## config.mk

```make
export PLATFORM = sky130hd
export DESIGN_NAME = wb_arbiter2
export DESIGN_NICKNAME = d
export VERILOG_FILES = /design/src/rtl/wb_arbiter2.sv
export SDC_FILE = /design/constraint.sdc
export NUM_CORES = 1
export LEC_CHECK = 0
export CORE_AREA = 4 4 99 101
export DETAILED_ROUTE_END_ITERATION = 6
export DIE_AREA = 0 0 103 105
export PLACE_DENSITY = 0.78
export SLEW_MARGIN = 5
export SYNTH_ARGS = -nofsm -noshare
export SYNTH_HDL_FRONTEND = slang
export SYNTH_SLANG_ARGS = --single-unit
```

## constraint.sdc

```tcl
create_clock -name wb_clk_i -period 1.4 [get_ports wb_clk_i]
set_input_delay 0.28 -clock wb_clk_i [delete_from_list [all_inputs] [get_ports wb_clk_i]]
set_output_delay 0.28 -clock wb_clk_i [all_outputs]
set_load 0.01 [all_outputs]
```

## src/rtl/wb_arbiter2.sv

```systemverilog
// -----------------------------------------------------------------------------
// wb_arbiter2
//
// Two-master, one-slave Wishbone arbiter. It shares a single-port word RAM
// between the instruction fetch port (m0) and the load/store port (m1).
// Arbitration is round-robin with one transfer per grant. A registered grant
// (state + owner) drives a combinational mux onto the slave bus. The slave ack
// is routed back only to the owning master. Every ack is followed by one
// mandatory IDLE cycle, so the slave sees stb drop between transfers.
//
// Optional feature (macro WB_ARB_TIMEOUT_EN):
//   When the macro is defined, a grant with no ack for TIMEOUT_CYCLES cycles is
//   released. The owner's err output pulses for the last of those cycles.
//   When the macro is undefined, both err outputs are tied low and a hung
//   slave holds the grant indefinitely.
//
// Parameters:
//   ADDR_WIDTH      byte-address width; the word address bus is [ADDR_WIDTH-1:2]
//   TIMEOUT_CYCLES  GRANT cycles without ack before the error release (>= 2);
//                   only used when WB_ARB_TIMEOUT_EN is defined
//
// Ports:
//   wb_clk_i, wb_rst_ni          clock, asynchronous active-low reset
//   mN_wb_adr_i/dat_i/we_i/sel_i master request fields (N = 0, 1)
//   mN_wb_cyc_i/stb_i            master cycle / strobe
//   mN_wb_dat_o                  slave read data, fanned out to both masters
//   mN_wb_ack_o                  slave ack, gated to the owning master
//   mN_wb_err_o                  timeout error pulse (0 without the feature)
//   s_wb_adr_o/dat_o/we_o/sel_o  muxed slave request fields
//   s_wb_cyc_o/stb_o             high while a grant is active
//   s_wb_ack_i/dat_i             slave ack and read data
// -----------------------------------------------------------------------------
module wb_arbiter2 #(
  parameter int ADDR_WIDTH     = 16,
  parameter int TIMEOUT_CYCLES = 255
) (
  input  logic                  wb_clk_i,
  input  logic                  wb_rst_ni,
  // master 0 (instruction fetch)
  input  logic [ADDR_WIDTH-1:2] m0_wb_adr_i,
  input  logic [31:0]           m0_wb_dat_i,
  output logic [31:0]           m0_wb_dat_o,
  input  logic                  m0_wb_we_i,
  input  logic [3:0]            m0_wb_sel_i,
  input  logic                  m0_wb_cyc_i,
  input  logic                  m0_wb_stb_i,
  output logic                  m0_wb_ack_o,
  output logic                  m0_wb_err_o,
  // master 1 (load/store)
  input  logic [ADDR_WIDTH-1:2] m1_wb_adr_i,
  input  logic [31:0]           m1_wb_dat_i,
  output logic [31:0]           m1_wb_dat_o,
  input  logic                  m1_wb_we_i,
  input  logic [3:0]            m1_wb_sel_i,
  input  logic                  m1_wb_cyc_i,
  input  logic                  m1_wb_stb_i,
  output logic                  m1_wb_ack_o,
  output logic                  m1_wb_err_o,
  // slave
  output logic [ADDR_WIDTH-1:2] s_wb_adr_o,
  output logic [31:0]           s_wb_dat_o,
  output logic                  s_wb_we_o,
  output logic [3:0]            s_wb_sel_o,
  output logic                  s_wb_cyc_o,
  output logic                  s_wb_stb_o,
  input  logic                  s_wb_ack_i,
  input  logic [31:0]           s_wb_dat_i
);

  typedef enum logic {
    ST_IDLE  = 1'b0,
    ST_GRANT = 1'b1
  } state_t;

  state_t r_state;
  logic   r_owner;
  logic   r_last;

  logic   w_req0;
  logic   w_req1;
  logic   w_grant;
  logic   w_next_owner;
  logic   w_timeout;

  assign w_req0  = m0_wb_cyc_i & m0_wb_stb_i;
  assign w_req1  = m1_wb_cyc_i & m1_wb_stb_i;
  assign w_grant = (r_state == ST_GRANT);

  // On a tie the master that did not win last time goes next. last resets to
  // 1, so m0 wins the first tie after reset.
  always_comb begin
    w_next_owner = 1'b0;
    if (w_req0 && w_req1) begin
      w_next_owner = ~r_last;
    end else begin
      w_next_owner = w_req1;
    end
  end

  // An out-of-range TIMEOUT_CYCLES shows up as this named block in the
  // elaborated hierarchy.
  if (TIMEOUT_CYCLES < 2) begin : g_timeout_cycles_below_min
  end

`ifdef WB_ARB_TIMEOUT_EN
  localparam int             CW      = $clog2(TIMEOUT_CYCLES + 1);
  localparam logic [CW-1:0]  TO_LAST = CW'(TIMEOUT_CYCLES - 1);

  logic [CW-1:0] r_count;

  // An ack in the same cycle takes priority over the timeout.
  assign w_timeout   = w_grant & ~s_wb_ack_i & (r_count == TO_LAST);
  assign m0_wb_err_o = w_timeout & ~r_owner;
  assign m1_wb_err_o = w_timeout &  r_owner;
`else
  assign w_timeout   = 1'b0;
  assign m0_wb_err_o = 1'b0;
  assign m1_wb_err_o = 1'b0;
`endif

  // Arbiter FSM. The grant ends on ack (or on timeout when that feature is
  // built in). GRANT always returns to IDLE, which gives the bubble cycle.
  always_ff @(posedge wb_clk_i or negedge wb_rst_ni) begin
    if (!wb_rst_ni) begin
      r_state <= ST_IDLE;
      r_owner <= 1'b0;
      r_last  <= 1'b1;
`ifdef WB_ARB_TIMEOUT_EN
      r_count <= '0;
`endif
    end else begin
      case (r_state)
        ST_IDLE: begin
          if (w_req0 || w_req1) begin
            r_state <= ST_GRANT;
            r_owner <= w_next_owner;
            r_last  <= w_next_owner;
`ifdef WB_ARB_TIMEOUT_EN
            r_count <= '0;
`endif
          end
        end
        ST_GRANT: begin
          if (s_wb_ack_i || w_timeout) begin
            r_state <= ST_IDLE;
          end
`ifdef WB_ARB_TIMEOUT_EN
          if (!s_wb_ack_i) begin
            r_count <= r_count + CW'(1);
          end
`endif
        end
        default: begin
          r_state <= ST_IDLE;
        end
      endcase
    end
  end

  // Slave-side mux follows the owner register. In IDLE stb is low, so
  // adr/dat/sel are don't-care, but we is forced low.
  assign s_wb_cyc_o = w_grant;
  assign s_wb_stb_o = w_grant;
  assign s_wb_adr_o = r_owner ? m1_wb_adr_i : m0_wb_adr_i;
  assign s_wb_dat_o = r_owner ? m1_wb_dat_i : m0_wb_dat_i;
  assign s_wb_sel_o = r_owner ? m1_wb_sel_i : m0_wb_sel_i;
  assign s_wb_we_o  = w_grant & (r_owner ? m1_wb_we_i : m0_wb_we_i);

  // Read data goes to both masters; each master qualifies it with its ack.
  assign m0_wb_dat_o = s_wb_dat_i;
  assign m1_wb_dat_o = s_wb_dat_i;

  assign m0_wb_ack_o = s_wb_ack_i & w_grant & ~r_owner;
  assign m1_wb_ack_o = s_wb_ack_i & w_grant &  r_owner;

endmodule

```

==> impl_metrics.py <==
metrics = {
    "worst_setup_path": {
        "crit_buf_inv": 3,
        "worst_path_max_delay_cell": "dfrtp_4",
        "crit_path_frequent_cell": "buf_12",
        "crit_chain": "buf_12, buf_12, mux2_4, buf_6",
        "cp.required_ns": 1.12,
        "startpoint_type": "flip-flop",
        "crit_fanout": 12,
        "cpPeakStageDelay_ns": 0.48,
        "crit_arrival_ns": 1.45,
        "critPathKind": "reg -> out",
        "worstSetupEndpointType": "output pin",
        "crit_family": "flip-flops",
    },
    "timing": {
        "fmax_mhz": 579,
        "skew_ns": 0.00237,
        "finalCritPeriodShare_pct": 123,
        "layout_min_cycle_time_ns": 1.73,
        "grt_setup_unrepaired": "yes",
        "setup_slack_ns": -0.327,
        "finalHoldViolCount": 0,
        "setup_tns_ns": -15.49,
        "slew_violations": 0,
        "setup_violations": 53,
    },
    "yosys": {
        "syn_avg_cell_area_um2": 10.9,
        "synthCells": 139,
        "yosys.cell_types.count": 20,
        "ys_ff_latch": 3,
        "yosys_warnings": 0,
        "synth_area_um2": 1510,
        "seq_area_frac_synth_pct": 5.04,
    },
    "clock_network": {
        "cts.sinks": 3,
        "max-clock-path-buffers": 2,
        "cts-htree-levels": 1,
        "clk_pin_slew_ns": 0.03,
        "clk_latency_ns": 0.21,
        "cts_tree": "built",
        "cts-root-buf": "clkbuf_8",
        "cts_hold_repair.buffers": 0,
        "cts_made_buffers": 3,
    },
    "final_layout": {
        "areaGrowthSynthToFinish_pct": 95.5,
        "final_cells": 360,
        "layout.cells.most_common_list": "clkdlybuf4s50_1 (108), mux2_4 (47), buf_6 (47)",
        "fin_area_um2": 2960,
        "fin_nets": 391,
        "drive_gt1_share_pct": 51.0,
        "final_util_pct": 32.8,
        "layout_commonest_cell": "clkdlybuf4s50_1",
        "diodes": 0,
        "n_fill_cell": 919,
    },
    "route": {
        "drtIter0Drc": 6,
        "wl_per_cell_um": 16.3,
        "ant_nets": 0,
        "route.detailed.drc": 0,
        "viasPerCell": 3.73,
        "vias": 1343,
        "drt_wl_total_um": 5860,
        "first_pass_iters": 4,
    },
    "power_and_ir_drop": {
        "p_sw_share_pct": 32.7,
        "clkPwrFrac_pct": 7.8,
        "internal_power_mw": 2.15,
        "peakVddDrop_uv": 555,
        "seq_power_share_pct": 4.8,
        "power_frac_comb_pct": 87.4,
        "p_switching_mw": 1.04,
        "power_density_nw_per_um2": 1080,
        "p_leak_nw": 1.34,
    },
    "floorplan": {
        "start_util_pct": 16.8,
        "ios": 262,
        "rows": 35,
        "die_w_um": 103,
        "coreArea_um2": 9020,
        "die_area_um2": 10800,
        "die_h_um": 105,
    },
    "global_routing": {
        "antenna_found_initial": 0,
        "grt_max_degree": 13,
        "track_usage_pct": 9.36,
        "grt-ovfl-total": 0,
        "grt_pass1_wl_um": 7900,
        "grt_pass1_vias": 1482,
    },
    "worst_hold_path": {
        "hold_path.class": "in -> async",
    },
    "placed_design": {
        "gp_congestion": 0.789,
        "dpl.hpwl_um": 4960,
        "placedInstanceArea_um2": 2780,
        "dp_cells": 349,
        "io_buffers": 163,
    },
    "outcome": {
        "outcome": "finished, violations left",
        "violations": "setup timing",
    },
    "run": {
        "drv_cap": 0,
    },
}
state kept, by name, indices dropped and copies added, names as in the netlist:
signal	cells
r_owner	1
r_last	1
s_wb_cyc_o	1
through the flow:
| stage | setup slack [ns] | hold slack [ns] | total power, mW |
|---|---|---|---|
| 2_1_floorplan | 0.162 | -0.0156 | 1.73 |
| 3_3_place_gp | -0.452 | 0.475 | 2.64 |
| 3_5_place_dp | -0.469 | 0.477 | 2.66 |
| 4_1_cts | -0.333 | 0.248 | 3.22 |
| 5_1_grt | -0.355 | 0.249 | 3.36 |
| 6_report | -0.327 | 0.250 | 3.19 |
final timing paths:
path	from	end	slack [ns]	cells after the start
worst max register to register	r_owner	r_owner	0.18	4
worst max-delay path	r_owner	s_wb_dat_o[13]	-0.33	4
worst min register to register	r_last	r_owner	0.58	2
worst min-delay path	wb_rst_ni	s_wb_cyc_o	0.25	1
min in group wb_clk_i	s_wb_dat_i[1]	m0_wb_dat_o[1]	0.56	0
max in group asynchronous	wb_rst_ni	r_last	0.93	1
layer usage:
layer / track usage [%] / vias to the layer above / share of wire, %
li1: - / 625 / -
met1: 9.00 / 609 / 32
met2: 18.1 / 101 / 52
met3: 3.47 / 8 / 16
met4: 2.50 / 0 / 0.38
met5: 0 / - / 0
cells by family (layout without fill, tap and decap cells):
logic type | Yosys count | in the layout | share of synthesized area, %
and+or+nand+nor | 7 | 7 | 2.73
DFF | 3 | 3 | 5.04
AOI/OAI and AO/OA | 3 | 3 | 1.49
other | 1 | 2 | 0.248
buffers and inverters | 73 | 182 | 40.2
muxes | 52 | 52 | 50.2
what timing repair did:
item                       in CTS  in global routing
cloned                          1                  0
hold endpoints to repair        0                  0
setup endpoints to repair      55                 53
pin swaps                       0                  0
setup buffers                   6                  0
gates resized for setup       271                  5
Yosys cell counts, drive strengths merged:
master   n  share of area (%)
nor2     1               0.25
mux2    51                 50
mux2i    1               0.66
conb     1               0.25
and3     1               0.41
a22o     1               0.58
buf     73                 40
nor2b    1               0.41
nand3    1               0.33
nand2    1               0.25
and3b    1               0.58
a221oi   1               0.58
dfstp    1                1.7
a21oi    1               0.33
dfrtp    2                3.3
nand3b   1               0.50
power groups by stage:
stage / combinational (mW) / clock (mW) / sequential, mW
after floorplan: 1.59 / 0 / 0.142
after detailed placement: 2.46 / 0 / 0.208
final: 2.79 / 0.249 / 0.152
after CTS: 2.81 / 0.258 / 0.153
after global placement: 2.44 / 0 / 0.205
after global routing: 2.94 / 0.267 / 0.156
area by class of cell:
type	instances	area [um2]	area share [%]
timing repair buffer	178	1840	62.3
multi-input combinational	64	852	28.8
tap	111	139	4.69
sequential	3	80.1	2.71
clock buffer	4	45.0	1.52
Note: power is estimated with default switching activity, not from simulation.
